[src/rtl/pq_pkg.sv]
// pq_pkg: definitions shared by the priority-queue autotest.
//   at_state_t - autotest run states, encoded as they appear on the state output
//   lfsr_taps  - maximal-length Galois (right-shift) feedback masks for widths 4..16
//   kv_width   - width of a queue entry; an entry is {key, value}, with the key in the MSBs
package pq_pkg;

  typedef enum logic [2:0] {
    AT_IDLE  = 3'd0,
    AT_FILL  = 3'd1,
    AT_DRAIN = 3'd2,
    AT_DONE  = 3'd3,
    AT_FAIL  = 3'd4
  } at_state_t;

  localparam int KW_MIN = 4;
  localparam int KW_MAX = 16;

  function automatic int kv_width(input int kw, input int vw);
    return kw + vw;
  endfunction

  // Bit k of the mask is XORed into the register when the bit shifted out of bit 0 is 1.
  function automatic logic [KW_MAX-1:0] lfsr_taps(input int width);
    case (width)
      4:       return 16'h0009;
      5:       return 16'h0012;
      6:       return 16'h0021;
      7:       return 16'h0041;
      8:       return 16'h008E;
      9:       return 16'h0108;
      10:      return 16'h0204;
      11:      return 16'h0402;
      12:      return 16'h0829;
      13:      return 16'h100D;
      14:      return 16'h2015;
      15:      return 16'h4001;
      default: return 16'h8016;
    endcase
  endfunction

endpackage

[src/rtl/pq_autotest_if.sv]
// pq_autotest_if: the client-side handshake of the priority queue.
//   full, empty, busy - queue status
//   kvo               - queue head {key, value}; valid whenever !empty
//   enq, deq          - one-cycle enqueue/dequeue strobes
//   kvi               - {key, value} to enqueue
// The master modport is the traffic generator. The slave modport is the queue.
interface pq_autotest_if
  import pq_pkg::*;
#(
  parameter int KW = 8,
  parameter int VW = 8
);
  logic                        full;
  logic                        empty;
  logic                        busy;
  logic [kv_width(KW,VW)-1:0]  kvo;
  logic                        enq;
  logic                        deq;
  logic [kv_width(KW,VW)-1:0]  kvi;

  modport master (input full, empty, busy, kvo, output enq, deq, kvi);
  modport slave  (output full, empty, busy, kvo, input enq, deq, kvi);
endinterface

[src/rtl/lfsr_n.sv]
// lfsr_n: Galois right-shift LFSR of parameterised width.
//   clk  - clock
//   rst  - synchronous active-high reset; clears the register to 0
//   load - loads SEED; takes priority over enb
//   enb  - advances the register by one step
//   q    - current LFSR state
module lfsr_n #(
  parameter int               WIDTH = 8,
  parameter logic [WIDTH-1:0] TAPS  = '1,
  parameter logic [WIDTH-1:0] SEED  = 1
) (
  input  logic             clk,
  input  logic             rst,
  input  logic             load,
  input  logic             enb,
  output logic [WIDTH-1:0] q
);

  // NOTE: clocked state uses non-blocking assignments, so every register in the design samples pre-edge values.
  always_ff @(posedge clk) begin
    if (rst)       q <= '0;
    else if (load) q <= SEED;
    else if (enb)  q <= (q >> 1) ^ (q[0] ? TAPS : '0);
  end

endmodule

[src/rtl/pq_autotest.sv]
// pq_autotest: self-checking fill/drain traffic generator for the priority queue.
//   clk, rst             - clock; synchronous active-high reset
//   start                - level; a run begins when start is high in IDLE
//   pq (master)          - queue handshake: full/empty/busy/kvo in, enq/deq/kvi out
//   state                - IDLE=0, FILL=1, DRAIN=2, DONE=3, FAIL=4
//   done, pass           - run finished / run finished with zero errors
//   err_count            - saturating error count
//   enq_count, deq_count - items accepted this run
// Build option: define PQ_AUTOTEST_CHECKSUM_EN to XOR-accumulate every enqueued kvi and every
// dequeued kvo. A nonzero residue at DRAIN->DONE counts as one error.
module pq_autotest
  import pq_pkg::*;
#(
  parameter int KW        = 8,
  parameter int VW        = 8,
  parameter int NUM_ITEMS = 16,
  parameter bit MIN_FIRST = 1'b1,
  parameter int LFSR_SEED = 1,
  parameter int TIMEOUT   = 1024
) (
  input  logic                 clk,
  input  logic                 rst,
  input  logic                 start,
  pq_autotest_if.master        pq,
  output logic [2:0]           state,
  output logic                 done,
  output logic                 pass,
  output logic [15:0]          err_count,
  output logic [15:0]          enq_count,
  output logic [15:0]          deq_count
);

  localparam int               IW       = (NUM_ITEMS > 1) ? $clog2(NUM_ITEMS) : 1;
  localparam int               TW       = $clog2(TIMEOUT + 1);
  localparam int               VW1      = VW + 1;
  localparam logic [16:0]      N_ITEMS  = 17'(NUM_ITEMS);
  localparam logic [VW:0]      N_VAL    = VW1'(NUM_ITEMS);
  localparam logic [TW-1:0]    TO_LAST  = TW'(TIMEOUT - 1);
  localparam logic [KW_MAX-1:0] TAPS_ALL = lfsr_taps(KW);

  at_state_t             state_q, state_d;
  logic [15:0]           enq_count_q, deq_count_q, err_count_q;
  logic [KW-1:0]         prev_key_q;
  logic                  have_prev_q;
  logic [NUM_ITEMS-1:0]  seen_q;
  logic [TW-1:0]         idle_cnt_q;
  logic [KW-1:0]         lfsr_q;

  logic                  run_init, enq_c, deq_c, err_any;
  logic                  order_bad, val_oor, seen_bad, stalled, chk_bad;
  logic [KW-1:0]         deq_key;
  logic [VW-1:0]         deq_val;
  logic [IW-1:0]         seen_idx;

  lfsr_n #(
    .WIDTH (KW),
    .TAPS  (TAPS_ALL[KW-1:0]),
    .SEED  (KW'(LFSR_SEED))
  ) u_lfsr (
    .clk  (clk),
    .rst  (rst),
    .load (run_init),
    .enb  (enq_c),
    .q    (lfsr_q)
  );

  // The key comes from the LFSR and the value is the item's sequence number, so every value is unique.
  assign pq.kvi = {lfsr_q, enq_count_q[VW-1:0]};
  assign pq.enq = enq_c;
  assign pq.deq = deq_c;

  assign deq_key   = pq.kvo[KW+VW-1:VW];
  assign deq_val   = pq.kvo[VW-1:0];
  assign seen_idx  = deq_val[IW-1:0];
  assign order_bad = have_prev_q && (MIN_FIRST ? (deq_key < prev_key_q) : (deq_key > prev_key_q));
  assign val_oor   = ({1'b0, deq_val} >= N_VAL);
  assign seen_bad  = val_oor || seen_q[seen_idx];
  assign stalled   = (idle_cnt_q >= TO_LAST);

`ifdef PQ_AUTOTEST_CHECKSUM_EN
  logic [KW+VW-1:0] chk_q;

  always_ff @(posedge clk) begin
    if (rst || run_init) chk_q <= '0;
    else if (enq_c)      chk_q <= chk_q ^ pq.kvi;
    else if (deq_c)      chk_q <= chk_q ^ pq.kvo;
  end

  assign chk_bad = (chk_q != '0);
`else
  assign chk_bad = 1'b0;
`endif

  // NOTE: every signal driven here gets a default first, so no path can leave one unassigned and infer a latch.
  always_comb begin
    state_d  = state_q;
    run_init = 1'b0;
    enq_c    = 1'b0;
    deq_c    = 1'b0;
    err_any  = 1'b0;
    unique case (state_q)
      AT_IDLE: begin
        if (start) begin
          state_d  = AT_FILL;
          run_init = 1'b1;
        end
      end
      AT_FILL: begin
        enq_c = !pq.full && !pq.busy && ({1'b0, enq_count_q} < N_ITEMS);
        if ({1'b0, enq_count_q} >= N_ITEMS) begin
          state_d = AT_DRAIN;
        end else if (pq.full) begin
          state_d = AT_DRAIN;
          err_any = 1'b1;
        end else if (stalled && !enq_c) begin
          state_d = AT_FAIL;
          err_any = 1'b1;
        end
      end
      AT_DRAIN: begin
        deq_c = !pq.empty && !pq.busy;
        if (deq_c) begin
          err_any = order_bad || seen_bad;
        end else if (pq.empty && !pq.busy) begin
          state_d = AT_DONE;
          err_any = (deq_count_q != enq_count_q) || chk_bad;
        end else if (stalled) begin
          state_d = AT_FAIL;
          err_any = 1'b1;
        end
      end
      AT_DONE, AT_FAIL: begin
        if (!start) state_d = AT_IDLE;
      end
      default: state_d = AT_IDLE;
    endcase
  end

  always_ff @(posedge clk) begin
    if (rst) state_q <= AT_IDLE;
    else     state_q <= state_d;
  end

  // NOTE: the seen bitmap is cleared by reset and again at every run start, because the duplicate check reads it.
  always_ff @(posedge clk) begin
    if (rst || run_init) begin
      enq_count_q <= '0;
      deq_count_q <= '0;
      err_count_q <= '0;
      prev_key_q  <= '0;
      have_prev_q <= 1'b0;
      seen_q      <= '0;
      idle_cnt_q  <= '0;
    end else begin
      if (enq_c) enq_count_q <= enq_count_q + 16'd1;
      if (deq_c) begin
        deq_count_q <= deq_count_q + 16'd1;
        prev_key_q  <= deq_key;
        have_prev_q <= 1'b1;
        if (!val_oor) seen_q[seen_idx] <= 1'b1;
      end
      // Several errors in one cycle count once. The count sticks at all-ones.
      if (err_any && (err_count_q != 16'hFFFF)) err_count_q <= err_count_q + 16'd1;
      if ((state_q == AT_FILL || state_q == AT_DRAIN) && !(enq_c || deq_c))
        idle_cnt_q <= idle_cnt_q + TW'(1);
      else
        idle_cnt_q <= '0;
    end
  end

  assign state     = state_q;
  assign done      = (state_q == AT_DONE) || (state_q == AT_FAIL);
  assign pass      = (state_q == AT_DONE) && (err_count_q == 16'd0);
  assign err_count = err_count_q;
  assign enq_count = enq_count_q;
  assign deq_count = deq_count_q;

endmodule

[src/flat_wrapper.sv]
// flat-port wrapper written by rule: the top's interface ports become plain ports
module pq_autotest_flat import pq_pkg::*;
#(
  parameter int KW        = 8,
  parameter int VW        = 8,
  parameter int NUM_ITEMS = 16,
  parameter bit MIN_FIRST = 1'b1,
  parameter int LFSR_SEED = 1,
  parameter int TIMEOUT   = 1024
)
  (clk, rst, start, state, done, pass, err_count, enq_count, deq_count, pq_full, pq_empty, pq_busy, pq_kvo, pq_enq, pq_deq, pq_kvi);
  pq_autotest_if #(.KW(KW), .VW(VW)) pq_i ();
  input  logic clk;
  input  logic rst;
  input  logic start;
  output logic [2:0] state;
  output logic done;
  output logic pass;
  output logic [15:0] err_count;
  output logic [15:0] enq_count;
  output logic [15:0] deq_count;
  input wire logic [$bits(pq_i.full)-1:0] pq_full;
  input wire logic [$bits(pq_i.empty)-1:0] pq_empty;
  input wire logic [$bits(pq_i.busy)-1:0] pq_busy;
  input wire logic [$bits(pq_i.kvo)-1:0] pq_kvo;
  output wire logic [$bits(pq_i.enq)-1:0] pq_enq;
  output wire logic [$bits(pq_i.deq)-1:0] pq_deq;
  output wire logic [$bits(pq_i.kvi)-1:0] pq_kvi;
  assign pq_i.full = pq_full;
  assign pq_i.empty = pq_empty;
  assign pq_i.busy = pq_busy;
  assign pq_i.kvo = pq_kvo;
  assign pq_enq = pq_i.enq;
  assign pq_deq = pq_i.deq;
  assign pq_kvi = pq_i.kvi;
  pq_autotest #(.KW(KW), .VW(VW), .NUM_ITEMS(NUM_ITEMS), .MIN_FIRST(MIN_FIRST), .LFSR_SEED(LFSR_SEED), .TIMEOUT(TIMEOUT)) u_core (.clk(clk), .rst(rst), .start(start), .pq(pq_i), .state(state), .done(done), .pass(pass), .err_count(err_count), .enq_count(enq_count), .deq_count(deq_count));
endmodule
[config.mk]
export PLATFORM = sky130hd
export DESIGN_NAME = pq_autotest_flat
export DESIGN_NICKNAME = d
export VERILOG_FILES = /design/src/rtl/pq_pkg.sv /design/src/rtl/pq_autotest_if.sv /design/src/rtl/lfsr_n.sv /design/src/rtl/pq_autotest.sv /design/src/flat_wrapper.sv
export SDC_FILE = /design/constraint.sdc
export NUM_CORES = 1
export LEC_CHECK = 0
export ABC_CLOCK_PERIOD_IN_PS = 5500
export CORE_MARGIN = 2
export CORE_UTILIZATION = 55
export CTS_CLUSTER_DIAMETER = 30
export DETAILED_ROUTE_END_ITERATION = 10
export GPL_TIMING_DRIVEN = 0
export PLACE_DENSITY = 0.84
export SLEW_MARGIN = 25
export SYNTH_ARGS = -nofsm -noshare
export SYNTH_HDL_FRONTEND = slang
export SYNTH_HIERARCHICAL = 1
export SYNTH_SLANG_ARGS = --single-unit
export TNS_END_PERCENT = 50
[constraint.sdc]
create_clock -name clk -period 5.5 [get_ports clk]
set_input_delay 1.1 -clock clk [delete_from_list [all_inputs] [get_ports clk]]
set_output_delay 1.1 -clock clk [all_outputs]
set_load 0.005 [all_outputs]
==> results of run 1 <==
==> final timing paths <==
kind	start	endpoint	cells past startpoint
setup / recovery	pq_busy	pq_enq	4
hold / removal	u_core/idle_cnt_q[0]$_SDFF_PP0_	u_core/idle_cnt_q[0]$_SDFF_PP0_	1
setup reg to reg	u_core/state[1]$_SDFFE_PP0P_	u_core/seen_q[14]$_SDFFE_PP0P_	7
hold reg to reg	u_core/idle_cnt_q[0]$_SDFF_PP0_	u_core/idle_cnt_q[0]$_SDFF_PP0_	1
==> metal layers <==
layer | vias up | wire length [um] | track usage, %
met5 | - | 0 | 0
met1 | 1929 | 4813 | 32.41
met4 | 0 | 218 | 9.300
li1 | 2001 | - | -
met2 | 141 | 5815 | 46.19
met3 | 23 | 667 | 4.709
==> registers in the layout (all words and copies together) (netlist names) <==
| signal | count |
|---|---|
| u_core/err_count | 16 |
| u_core/enq_count | 16 |
| u_core/idle_cnt_q | 11 |
| u_core/deq_count | 16 |
| u_core/u_lfsr/q | 8 |
| u_core/prev_key_q | 8 |
| u_core/state | 3 |
| u_core/seen_q | 16 |
| u_core/have_prev_q | 1 |
==> cell type report <==
| class | count | area (um^2) | area share, % |
|---|---|---|---|
| buffer | 30 | 166.4 | 2.909 |
| clock buffer | 9 | 123.9 | 2.165 |
| clock inverter | 7 | 68.82 | 1.203 |
| inverter | 16 | 60.06 | 1.050 |
| multi-input combinational | 387 | 2371 | 41.45 |
| sequential | 95 | 1902 | 33.25 |
| tap | 102 | 127.6 | 2.231 |
| timing repair buffer | 90 | 900.9 | 15.75 |
==> through the flow <==
step           setup slack, ps  instance area [um^2]  power, mW
6_report                  1181                  5720      1.473
5_1_grt                   1085                  5720      1.544
4_1_cts                   1169                  5720      1.479
3_5_place_dp              1184                  5528      1.034
3_3_place_gp              1197                  5528      1.026
2_1_floorplan             2237                  4499     0.9177
==> synthesized netlist by cell type (5+ instances only) <==
master    count  area [um^2]
and2_1       15        93.84
nor2_1       83        311.6
inv_1        15        56.30
nand4_1       8        50.05
or3_1        10        62.56
nor3_1        5        25.02
o211ai_1      6        45.04
ha_1         13        162.7
xor2_1       30        262.8
buf_4         9        67.56
xnor2_1      20        175.2
a21oi_1      35        175.2
clkbuf_1     11        41.29
nand3_1      16        80.08
dfxtp_1      95         1902
nor2b_1       5        31.28
nand2_1      48        180.2
and3_1        9        56.30
o21ai_0      13        65.06
nor4_1       11        68.82
mux2i_1       9        90.09
a31oi_1       7        43.79
==> cells by family after synthesis <==
family | after synthesis | share of synthesized area, %
DFF | 95 | 42.27
and+or+nand+nor | 231 | 24.86
muxes | 11 | 3.003
AOI/OAI and AO/OA | 82 | 11.49
buffers and inverters | 46 | 5.033
xor gates and xnor gates | 50 | 9.733
adders and majority gates | 13 | 3.615
==> power groups by stage <==
stage	sequential, mW	clock [mW]	combinational (mW)
after CTS	0.722	0.457	0.300
after floorplan	0.734	0	0.183
after global routing	0.725	0.486	0.332
after detailed placement	0.737	0	0.297
after global placement	0.737	0	0.289
final	0.722	0.449	0.302
==> critical path, cell delays in order <==
cell and delay [ps]:
clkdlybuf4s50_1 490, or3_1 450, nor2_1 540, clkdlybuf4s50_1 630
==> impl_metrics.yaml, run 1 <==
run_status:
  status: "finished, final reports clean"
drt:
  dr.first_iter.drc_count: 252
  postRouteAntennaNets: 0
  viasPerCell: 5.563
  wl_per_cell_um: 15.65
  drc_errors: 0
  num_vias: 4094
  first_pass_iters: 4
  drt-total-wl_mm: 11.52
synth:
  yosys_warnings: 6
  ys_seq_elements: 95
  synth_cell_types: 49
  yosysSeqAreaShare_pct: 42.27
  syn_inst: 528
  synthesis.nets: 563
  syn_avg_cell_area_um2: 8.521
  ys.flop_type: "dfxtp_1"
  async_flop_share_pct: 0
  synth_area_mm2: 0.004499
  synth_enable_flop_cells: 0
critical_path:
  cp-end-kind: "primary output"
  worstPathRequired_ps: 4400
  critPathLaunchType: "input pin"
  worst-r2r-setup-slack_ps: 2460
  arrival_ps: 3220
  crit_path_max_fanout: 8
  crit_type: "input pin to primary output"
die:
  pin_count: 93
  start_util_pct: 57.63
  die_w_um: 94.45
  core_mm2: 0.007807
  std_cell_rows: 32
  die_area_mm2: 0.008920
  die_h_um: 94.45
global_routing:
  grt_start_max_net_pins: 20
  grt_pass1_vias: 3916
  antenna_found_initial: 0
  overflow: 0
  grt_first_pass_wirelength_mm: 18.63
  gr-usage-all-layers_pct: 26.31
power_and_ir_drop:
  switching_share_pct: 31.69
  leakage_nw: 2.078
  p_comb_share_pct: 20.5
  power_frac_clock_pct: 30.5
  intPower_mw: 1.006
  switchingPower_uw: 466.8
  ir_worst_vdd_uv: 173.8
  powerDensity_mw_per_mm2: 257.5
  p_seq_share_pct: 49.0
timing:
  post-route-period-util_pct: 78.52
  rsz0062_at_grt: "no"
  fmax_ghz: 0.2316
  hold_ws_ps: 460.0
  skew_ps: 12.82
  setup_tns_ps: 0
  fin_crit_ps: 4319
  hold_viol_final: 0
  slew_viol_final: 0
  finalSetupViolations: 0
  worst_pin_slew_ps: 1028
  slew_headroom_pct: 30.50
clock_network:
  cts_tree: "done"
  hold_buffers: 0
  root_buffer: "clkbuf_8"
  cts_max_path_buffers: 2
  path_clk_slew_ps: 90
  clock-sinks: 95
  h-tree-depth: 3
  cts_resized: 0
  post_cts_buffers: 0
  clk_latency_ps: 360
  cts-buffers-inserted: 9
final_layout:
  layout_commonest_cell: "dfxtp_1"
  n_fill_cell: 608
  mostFrequentLayoutCells: "95 x dfxtp_1, 90 x clkdlybuf4s50_1, 83 x nor2_1"
  final_cell_count_no_fill: 736
  layout.nets: 664
  n_antenna_cell: 0
  area_growth_pct: 27.14
  fin_util_pct: 73.27
  drive_above_1_share_pct: 6.467
place:
  portBuffers: 90
  place_inst: 720
  hpwlAfterDp_mm: 8.482
  place_congestion: 0.8324
min_path:
  holdCritPathClass: "flop to flop"
run:
  maxCapViolCount: 0
Power figures use the tool's default switching activity.
==> run 2, diff against run 1 <==
--- a/config.mk
+++ b/config.mk
@@ -5,13 +5,13 @@
 export SDC_FILE = /design/constraint.sdc
 export NUM_CORES = 1
 export LEC_CHECK = 0
-export ABC_CLOCK_PERIOD_IN_PS = 5500
+export ABC_CLOCK_PERIOD_IN_PS = 3500
 export CORE_MARGIN = 2
-export CORE_UTILIZATION = 55
+export CORE_UTILIZATION = 46
 export CTS_CLUSTER_DIAMETER = 30
 export DETAILED_ROUTE_END_ITERATION = 10
 export GPL_TIMING_DRIVEN = 0
-export PLACE_DENSITY = 0.84
+export PLACE_DENSITY = 0.75
 export SLEW_MARGIN = 25
 export SYNTH_ARGS = -nofsm -noshare
 export SYNTH_HDL_FRONTEND = slang
==> constraint.sdc (replaced) <==
create_clock -name clk -period 3.5 [get_ports clk]
set_input_delay 0.7 -clock clk [delete_from_list [all_inputs] [get_ports clk]]
set_output_delay 0.7 -clock clk [all_outputs]
set_load 0.005 [all_outputs]
==> run 2 against run 1 <==
Design area rose by 1.1%. Utilization fell by 13 points. First-iteration DRC count fell by 38%. Global-route usage fell by 5.4 points. Wire length fell by 4.3%. Cell count rose by 4.1%. Sequential share of layout area fell by 0.35 points. Worst hold slack got worse by 0.73 ps. Die area rose by 19%. Count of clock-buffer cells in the layout rose by 2. Sequential cell count did not move.
==> impl_metrics.yaml, run 2 (synthesis gave the netlist of run 1 again) <==
run_status:
  status: "finished, final reports clean"
critical_path:
  arrival_ps: 2620
  critical_path_depth: 5
  cp_slowest_stage_delay_ps: 560
  rr_worst_depth: 9
  critPathLaunchType: "flop"
  cp_slowest_cell: "clkdlybuf4s50_1"
  r2r_start: "u_core/prev_key_q[3]$_SDFFE_PP0P_"
  worstPathRequired_ps: 2800
  cp-end-kind: "primary output"
  path_cells: "nor4_2 -> nand3_1 -> or3_1 -> nor2_4 -> clkdlybuf4s50_1"
  crit_path_max_fanout: 8
  crit_family: "simple AND/OR/NAND/NOR gates"
  r2r_end: "u_core/err_count[15]$_SDFFE_PP0P_"
  path_buf_inv: 1
  worst-r2r-setup-slack_ps: 660
  crit_type: "flop to primary output"
global_routing:
  grt_first_pass_wirelength_mm: 17.36
  gr-usage-all-layers_pct: 20.91
  overflow: 0
  grt_pass1_vias: 3675
  antenna_found_initial: 0
  grt_start_max_net_pins: 16
min_path:
  holdCritPathClass: "flop to flop"
  hold-path-cell-count: 2
  min_from: "u_core/prev_key_q[3]$_SDFFE_PP0P_"
  hold_end: "u_core/prev_key_q[3]$_SDFFE_PP0P_"
power_and_ir_drop:
  powerDensity_mw_per_mm2: 403.8
  ir_worst_vdd_uv: 295.9
  leakage_nw: 2.084
die:
  die_h_um: 102.9
  die_w_um: 102.9
  core_mm2: 0.009639
  start_util_pct: 46.68
  pin_count: 93
  std_cell_rows: 36
  die_area_mm2: 0.01059
clock_network:
  post_cts_buffers: 0
  cts_max_path_buffers: 2
  root_buffer: "clkbuf_8"
  cts_tree: "done"
  cts-buffers-inserted: 9
  clk_latency_ps: 360
  hold_buffers: 0
  path_clk_slew_ps: 90
  clock-sinks: 95
  h-tree-depth: 3
drt:
  postRouteAntennaNets: 0
  dr.first_iter.drc_count: 157
  num_vias: 4042
  drc_errors: 0
  first_pass_iters: 4
  viasPerCell: 5.277
  wl_per_cell_um: 14.38
  drt-total-wl_mm: 11.02
place:
  portBuffers: 90
  place_congestion: 0.9033
  hpwlAfterDp_mm: 8.301
  place_inst: 751
final_layout:
  seqCellArea_mm2: 0.001902
  area_growth_pct: 28.50
  layout_commonest_cell: "dfxtp_1"
  drive_above_1_share_pct: 6.793
  mostFrequentLayoutCells: "95 x dfxtp_1, 90 x clkdlybuf4s50_1, 82 x nor2_1"
  n_fill_cell: 893
  n_antenna_cell: 0
  final_cell_count_no_fill: 766
  fin_util_pct: 59.98
  multi_input_area_mm2: 0.002391
  layout.nets: 663
timing:
  fin_crit_ps: 3321
  slew_headroom_pct: 55.03
  worst_pin_slew_ps: 668.4
  finalSetupViolations: 0
  rsz0062_at_grt: "no"
  post-route-period-util_pct: 94.90
  skew_ps: 13.49
  hold_viol_final: 0
  slew_viol_final: 0
  fmax_ghz: 0.3011
run:
  maxCapViolCount: 0
-- run 2: cell types whose count changed in the layout (fill, tap and decap cells not counted), sizes merged --
cell    change
inv         -6
clkinv      +3
clkbuf      +2
buf         -1
bufinv      +1
-- run 2: area by class of cell --
type | instances | area share [%]
Tap cell | 133 | 2.878
Multi-Input combinational cell | 387 | 41.35
Timing Repair Buffer | 90 | 15.58
Sequential cell | 95 | 32.89
Clock buffer | 11 | 2.445
Inverter | 16 | 1.039
Clock inverter | 5 | 0.9955
Buffer | 29 | 2.813
-- run 2: repair_timing --
action	in CTS	in global routing
gates resized for setup	2	2
pin swaps	0	0
setup endpoints to repair	1	19
endpoints found under the hold margin	0	0
gates cloned	0	0
-- run 2: metrics by stage --
step	TNS, ps	total power, mW	instance area, um^2	hold WS (ps)	worst slack, ps
CTS	0	2.352	5773	459.0	81.49
floorplan	0	1.442	4499	417.5	637.1
global route	0	2.451	5782	472.5	80.38
global placement	-3793	1.620	5567	429.4	-163.1
finish	0	2.335	5782	459.2	178.7
detailed placement	-5665	1.627	5567	435.3	-221.0
-- run 2: worst max-delay path by stage --
stage                                              to                         startpoint  slack (ps)
global route        u_core/err_count[15]$_SDFFE_PP0P_                         pq_kvo[11]          80
floorplan           u_core/err_count[15]$_SDFFE_PP0P_                         pq_kvo[11]         640
CTS                                            pq_deq                            pq_busy          80
detailed placement   u_core/enq_count[3]$_SDFFE_PP0P_                              start        -220
global placement       u_core/seen_q[12]$_SDFFE_PP0P_                              start        -160
finish                                         pq_enq  u_core/enq_count[11]$_SDFFE_PP0P_         180
-- run 2: worst register-to-register path, cell delays in order, from the launching register on --
cell,delay [ps]
dfxtp_1,330
inv_1,50
ha_1,290
a211o_1,290
a31oi_1,150
o21ai_0,150
a221oi_2,620
o211ai_2,240
or4_1,510
a21oi_1,150
-- run 2: metal layers --
| layer | part of all wire [%] | vias to the layer above | global-route usage (%) | wire length [um] |
|---|---|---|---|---|
| li1 | - | 2001 | - | - |
| met1 | 46 | 1919 | 27.88 | 5053 |
| met2 | 47 | 104 | 32.72 | 5191 |
| met3 | 4.8 | 18 | 4.678 | 526 |
| met4 | 2.2 | 0 | 8.907 | 246 |
| met5 | 0 | - | 0 | 0 |
-- run 2: report_power, final --
group | total, mW | switching (mW) | internal, mW
combinational | 0.480 | 0.286 | 0.194
clock | 0.718 | 0.368 | 0.350
sequential | 1.14 | 0.0309 | 1.11
total | 2.33 | 0.684 | 1.65
